### config.mk
export PLATFORM = sky130hd
export DESIGN_NAME = mem_drain_seq
export DESIGN_NICKNAME = d
export VERILOG_FILES = /design/src/rtl/mem_drain_pkg.sv /design/src/rtl/prio_pick_next.sv /design/src/rtl/mem_drain_seq.sv
export SDC_FILE = /design/constraint.sdc
export NUM_CORES = 1
export LEC_CHECK = 0
export ABC_CLOCK_PERIOD_IN_PS = 4100
export CORE_AREA = 2 2 220 222
export DETAILED_ROUTE_END_ITERATION = 16
export DIE_AREA = 0 0 222 224
export HOLD_SLACK_MARGIN = 0.08
export SLEW_MARGIN = 20
export SYNTH_ARGS = -nofsm -noshare
export SYNTH_HDL_FRONTEND = slang
export SYNTH_HIERARCHICAL = 1
export SYNTH_SLANG_ARGS = --single-unit
### constraint.sdc
create_clock -name i_clk -period 4.1 [get_ports i_clk]
set_input_delay 0.41 -clock i_clk [delete_from_list [all_inputs] [get_ports i_clk]]
set_output_delay 0.41 -clock i_clk [all_outputs]
set_load 0.02 [all_outputs]
### src/rtl/mem_drain_pkg.sv
// Shared sizing, FSM state encoding and source-select encoding for the event-memory drain sequencer.
package mem_drain_pkg;

    localparam int NMEM   = 12;
    localparam int NENT_W = 6;
    localparam int ADDR_W = 6;
    localparam int DATA_W = 36;
    localparam int RD_LAT = 2;
    localparam int SEL_W  = 4;
    localparam int FCNT_W = $clog2(RD_LAT + 1);

    localparam logic [SEL_W-1:0] SEL_NONE = 4'd0;

    typedef enum logic [1:0] {
        ST_IDLE,
        ST_READ,
        ST_FLUSH,
        ST_DONE
    } state_t;

    // dout_sel reports blocks 1-based so that 0 can mean "no source"
    function automatic logic [SEL_W-1:0] sel_enc(input logic [SEL_W-1:0] idx);
        return idx + SEL_W'(1);
    endfunction

endpackage

### src/rtl/prio_pick_next.sv
// Lowest-set-bit picker: block 0 has the highest priority.
module prio_pick_next
    import mem_drain_pkg::*;
(
    input  logic [NMEM-1:0]  i_mask,
    output logic [NMEM-1:0]  o_onehot,
    output logic [SEL_W-1:0] o_idx,
    output logic             o_any
);

    always_comb begin
        o_onehot = '0;
        o_idx    = '0;
        o_any    = 1'b0;
        for (int k = NMEM - 1; k >= 0; k--) begin
            if (i_mask[k]) begin
                o_onehot    = '0;
                o_onehot[k] = 1'b1;
                o_idx       = SEL_W'(k);
                o_any       = 1'b1;
            end
        end
    end

endmodule

### src/rtl/mem_drain_seq.sv
// Drains the per-block event memories in priority order and merges the returned words into one stream.
//   state    | meaning
//   ST_IDLE  | waiting for start, counts sampled on start
//   ST_READ  | one read per cycle, lowest pending block first
//   ST_FLUSH | reads finished, waiting for in-flight returns
//   ST_DONE  | one-cycle done pulse
module mem_drain_seq
    import mem_drain_pkg::*;
(
    input  logic                     i_clk,
    input  logic                     i_reset,
    input  logic                     i_start,
    input  logic [NMEM*NENT_W-1:0]   i_nent,
    output logic [NMEM-1:0]          o_rd_en,
    output logic [ADDR_W-1:0]        o_rd_addr,
    input  logic [NMEM*DATA_W-1:0]   i_rd_data,
    output logic [DATA_W-1:0]        o_dout,
    output logic                     o_dout_valid,
    output logic [SEL_W-1:0]         o_dout_sel,
    output logic                     o_busy,
    output logic                     o_done
);

    state_t                  r_state, w_state_nxt;
    logic [NMEM*NENT_W-1:0]  r_nent;
    logic [NMEM-1:0]         r_pend;
    logic [NMEM-1:0]         r_cur_oh;
    logic [SEL_W-1:0]        r_cur_idx;
    logic [NENT_W-1:0]       r_cnt;
    logic [SEL_W-1:0]        r_iss_idx;
    logic [RD_LAT-1:0]       r_pipe_v;
    logic [SEL_W-1:0]        r_pipe_idx [RD_LAT];
    logic [FCNT_W-1:0]       r_flush_cnt;

    logic [NMEM-1:0]         w_nz;
    logic [NMEM-1:0]         w_first_oh, w_nxt_oh;
    logic [SEL_W-1:0]        w_first_idx, w_nxt_idx;
    logic                    w_first_any, w_nxt_any;
    logic [NENT_W-1:0]       w_nent_cur;
    logic                    w_last;
    logic                    w_issue;
    logic                    w_inflight;
    logic [DATA_W-1:0]       w_mux;

    always_comb begin
        w_nz = '0;
        for (int k = 0; k < NMEM; k++) begin
            w_nz[k] = |i_nent[k*NENT_W +: NENT_W];
        end
    end

    prio_pick_next u_pick_first (
        .i_mask   (w_nz),
        .o_onehot (w_first_oh),
        .o_idx    (w_first_idx),
        .o_any    (w_first_any)
    );

    prio_pick_next u_pick_next (
        .i_mask   (r_pend & ~r_cur_oh),
        .o_onehot (w_nxt_oh),
        .o_idx    (w_nxt_idx),
        .o_any    (w_nxt_any)
    );

    always_comb begin
        w_nent_cur = '0;
        for (int k = 0; k < NMEM; k++) begin
            if (r_cur_oh[k]) w_nent_cur = r_nent[k*NENT_W +: NENT_W];
        end
    end

    always_comb begin
        w_mux = '0;
        for (int k = 0; k < NMEM; k++) begin
            if (r_pipe_idx[RD_LAT-1] == SEL_W'(k)) w_mux = i_rd_data[k*DATA_W +: DATA_W];
        end
    end

    assign w_last     = (r_cnt == w_nent_cur - NENT_W'(1));
    assign w_inflight = (|o_rd_en) || (|r_pipe_v);
    assign o_busy     = (r_state == ST_READ) || (r_state == ST_FLUSH);
    assign o_done     = (r_state == ST_DONE);

    always_comb begin
        w_state_nxt = r_state;
        w_issue     = 1'b0;
        case (r_state)
            ST_IDLE:  if (i_start) w_state_nxt = w_first_any ? ST_READ : ST_FLUSH;
            ST_READ: begin
                w_issue = 1'b1;
                if (w_last && !w_nxt_any) w_state_nxt = ST_FLUSH;
            end
            ST_FLUSH: if (r_flush_cnt == '0 && !w_inflight) w_state_nxt = ST_DONE;
            ST_DONE:  w_state_nxt = ST_IDLE;
            default:  w_state_nxt = ST_IDLE;
        endcase
    end

    always_ff @(posedge i_clk) begin
        if (i_reset) r_state <= ST_IDLE;
        else         r_state <= w_state_nxt;
    end

    always_ff @(posedge i_clk) begin
        if (i_reset) begin
            r_nent       <= '0;
            r_pend       <= '0;
            r_cur_oh     <= '0;
            r_cur_idx    <= '0;
            r_cnt        <= '0;
            r_iss_idx    <= '0;
            r_pipe_v     <= '0;
            for (int i = 0; i < RD_LAT; i++) r_pipe_idx[i] <= '0;
            r_flush_cnt  <= '0;
            o_rd_en      <= '0;
            o_rd_addr    <= '0;
            o_dout       <= '0;
            o_dout_valid <= 1'b0;
            o_dout_sel   <= SEL_NONE;
        end else begin
            o_rd_en   <= w_issue ? r_cur_oh : '0;
            o_rd_addr <= w_issue ? ADDR_W'(r_cnt) : '0;
            r_iss_idx <= r_cur_idx;

            // o_rd_en is the first latency stage; the shift register covers the rest
            r_pipe_v[0]   <= |o_rd_en;
            r_pipe_idx[0] <= r_iss_idx;
            for (int i = 1; i < RD_LAT; i++) begin
                r_pipe_v[i]   <= r_pipe_v[i-1];
                r_pipe_idx[i] <= r_pipe_idx[i-1];
            end

            if (r_state == ST_IDLE && i_start) begin
                r_nent    <= i_nent;
                r_pend    <= w_nz;
                r_cur_oh  <= w_first_oh;
                r_cur_idx <= w_first_idx;
                r_cnt     <= '0;
            end else if (w_issue) begin
                if (w_last) begin
                    r_pend    <= r_pend & ~r_cur_oh;
                    r_cur_oh  <= w_nxt_oh;
                    r_cur_idx <= w_nxt_idx;
                    r_cnt     <= '0;
                end else begin
                    r_cnt <= r_cnt + NENT_W'(1);
                end
            end

            // Minimum flush dwell gives an empty event the same done latency as the read pipe
            if (w_state_nxt == ST_FLUSH && r_state != ST_FLUSH)
                r_flush_cnt <= FCNT_W'(RD_LAT);
            else if (r_state == ST_FLUSH && r_flush_cnt != '0)
                r_flush_cnt <= r_flush_cnt - FCNT_W'(1);

            o_dout_valid <= r_pipe_v[RD_LAT-1];
            o_dout_sel   <= r_pipe_v[RD_LAT-1] ? sel_enc(r_pipe_idx[RD_LAT-1]) : SEL_NONE;
            if (r_pipe_v[RD_LAT-1]) o_dout <= w_mux;
        end
    end

endmodule

==> results.ini <==
[outcome]
status=completed

[pwr]
p_leak_nw=6.70
power_frac_comb_pct=32.4
swShare_pct=32.5
seqPwrFrac_pct=36.2
power.switching_w=0.00178
clkPwrFrac_pct=31.4
p_per_area_nw_per_um2=296
intPower_w=0.00369
irDropWorstVdd_mv=0.242

[timing]
slew_viol_final=0
finalSetupViolCount=0
fin_crit_sh_pct=93.4
fin_worst_skew_ns=0.0179
setup_tns_ns=0
rsz0062_at_grt=false
fmax_ghz=0.261
tightest_slew_ns=1.10
max_slew_margin_pct=26.2
hold_violations=0
fin_crit_ns=3.83

[routing]
wirelength_um=65900
drtPass1Iterations=5
antenna_left=0
viasPerCell=5.33
vias=14400
drc_errors=0
drtIter0Drc=1201
wl_per_cell_um=24.4

[logic_synthesis]
yosys_warnings=6
synth-seq-cells=183
ys_seq_area_share_pct=31.8
synth.avg_cell_area_sq_um=7.31
synth_cells=1577
async_flop_share_pct=0
synth_xor_area_share_pct=1.13
synthTopCellsByArea=dfxtp_1, nor2_1, nand2_1
synthAdderAreaFrac_pct=1.30
synth_top_cells_by_count=nor2_1, nand2_1, dfxtp_1
synth_cell_types=76
yosys.area_share.simple_pct=29.8
synthesis.area_sq_um=11500
synth-edff-count=0
synth_top_family_by_area=simple AND/OR/NAND/NOR gates
yosysTopAreaCell=dfxtp_1
yosysMostFrequentCell=nor2_1
yosys_most_used_dff=dfxtp_1
synthesis.nets=2096
yosysTopAreaCellShare_pct=31.8
synth_compound_area_share_pct=29.8
synth_mux_area_share_pct=0.0869

[floorplanning]
initial_core_util_pct=24.3
die-area_sq_um=49700
num_rows=80
die_h_um=224
die_x_um=222
core-area_sq_um=47300
num_io_pins=568

[layout]
fillers=4922
layout-drive-gt1-share_pct=6.14
nets=2589
area_growth_pct=60.3
post-route-cell-area_sq_um=18500

[global_route]
use_met1_pct=32.0
grt_usage_pct=25.4
grt-ovfl-total=0
busiest_layer=met2
grt_pass1_wl_um=94200
use_met3_pct=5.08
grt_pass1_vias=14100
grt_max_degree=111
antenna_found_initial=10
globalRouteMet2Util_pct=44.7

[critical_path]
cp-start-kind=flop
crit_type=reg2reg
cp-end-kind=flop
required_ns=4.44
arrival_ns=4.17
r2r_setup_slack_ns=0.27
path_max_fanout=37

[clock_tree]
path_clk_slew_ns=0.07
cts.repair.resized=0
cts.sinks=183
clock_latency_ns=0.46
clockRootBuffer=clkbuf_16
cts.htree.levels=4
cts_tree=yes
hold_buffers=0
cts_inserted_buffers=17
cts_buffer_depth=2
postCtsSetupRepairBufs=0

[job]
drv_cap=0

[placement]
numPortBuffers=567
placed_cell_area_sq_um=17900
dp_hpwl_um=53400
place.gp.congestion=1.01

[hold_path]
min_path_type=reg2reg

==> state kept, by name, indices dropped and copies added, names as in the netlist <==
| signal | cells |
|---|---|
| o_dout | 36 |
| o_dout_sel | 4 |
| o_dout_valid | 1 |
| o_rd_addr | 6 |
| o_rd_en | 12 |
| r_cnt | 6 |
| r_cur_idx | 4 |
| r_cur_oh | 12 |
| r_flush_cnt | 2 |
| r_iss_idx | 4 |
| r_nent | 72 |
| r_pend | 12 |
| r_pipe_idx | 8 |
| r_pipe_v | 2 |
| r_state | 2 |
==> stage by stage <==
step / worst slack [ns] / instances / util [%] / power, W / hold slack [ns]
floorplan: 0.565 / 1577 / - / 0.00282 / 0.414
global placement: 0.337 / 2666 / 37.7 / 0.00375 / 0.432
detailed placement: 0.265 / 2666 / 37.7 / 0.00376 / 0.426
CTS: 0.243 / 2698 / 39.0 / 0.00549 / 0.449
global route: 0.0448 / 2701 / 39.0 / 0.00571 / 0.462
finish: 0.273 / 2702 / 39.0 / 0.00547 / 0.445
==> cell families after synthesis <==
kind of cell	count (synthesis)
muxes	1
adders and majority gates	12
buffers and inverters	161
DFF	183
and+or+nand+nor	716
AOI/OAI and AO/OA	490
xor gates and xnor gates	14
==> path summary, 6_finish.rpt <==
kind                                       start          endpoint  cells past startpoint
worst min-delay path            r_pipe_idx[0][1]  r_pipe_idx[0][5]                      1
worst min register to register  r_pipe_idx[0][1]  r_pipe_idx[0][5]                      1
worst max-delay path                 r_cur_oh[6]         r_pend[3]                     15
worst max register to register       r_cur_oh[6]         r_pend[3]                     15
==> metal layers <==
metal | wire length (um) | up-vias | share of wire (%)
met1 | 27400 | 6910 | 42
met5 | 46 | - | 0.070
met2 | 32400 | 623 | 49
li1 | - | 6785 | -
met4 | 1140 | 6 | 1.7
met3 | 4930 | 72 | 7.5
==> power groups by stage <==
| stage | registers (W) | logic [W] | clock network (W) |
|---|---|---|---|
| after floorplan | 0.00201 | 0.000805 | 0 |
| after global placement | 0.00202 | 0.00173 | 0 |
| final | 0.00198 | 0.00177 | 0.00172 |
| after global routing | 0.00199 | 0.00190 | 0.00182 |
| after detailed placement | 0.00202 | 0.00174 | 0 |
| after CTS | 0.00198 | 0.00175 | 0.00176 |
==> layout make-up <==
type / instances / area (sq um) / area share (%)
tap: 615 / 769 / 4.16
antenna: 4 / 10.0 / 0.0542
sequential: 183 / 3670 / 19.9
clock inverter: 11 / 138 / 0.745
timing repair buffer: 621 / 6150 / 33.3
clock buffer: 21 / 470 / 2.55
multi-input combinational: 1233 / 7210 / 39.0
inverter: 14 / 52.6 / 0.284
==> worst max-delay path: stages (launching register included) <==
cell	delay, ns
dfxtp_1	0.39
or3_4	0.43
a211oi_1	0.23
nor4_1	0.10
o21ai_1	0.20
ha_1	0.26
xor2_2	0.28
xnor2_1	0.11
a211o_1	0.29
o21ai_0	0.07
nand3_1	0.10
or3_1	0.37
a211oi_4	0.31
buf_12	0.25
nand4_1	0.12
a22o_1	0.21
==> cells in the final DEF (no fill, tap or decap), types with 41 or more instances in the layout <==
cell,n
o21ai_0,48
a211oi_1,41
nand2_1,215
dfxtp_1,177
nor2_1,234
nor2b_1,49
nor3_1,45
a21oi_1,137
buf_4,49
clkdlybuf4s50_1,566
a221oi_1,75
No activity file was read; power rests on OpenSTA's default activity.
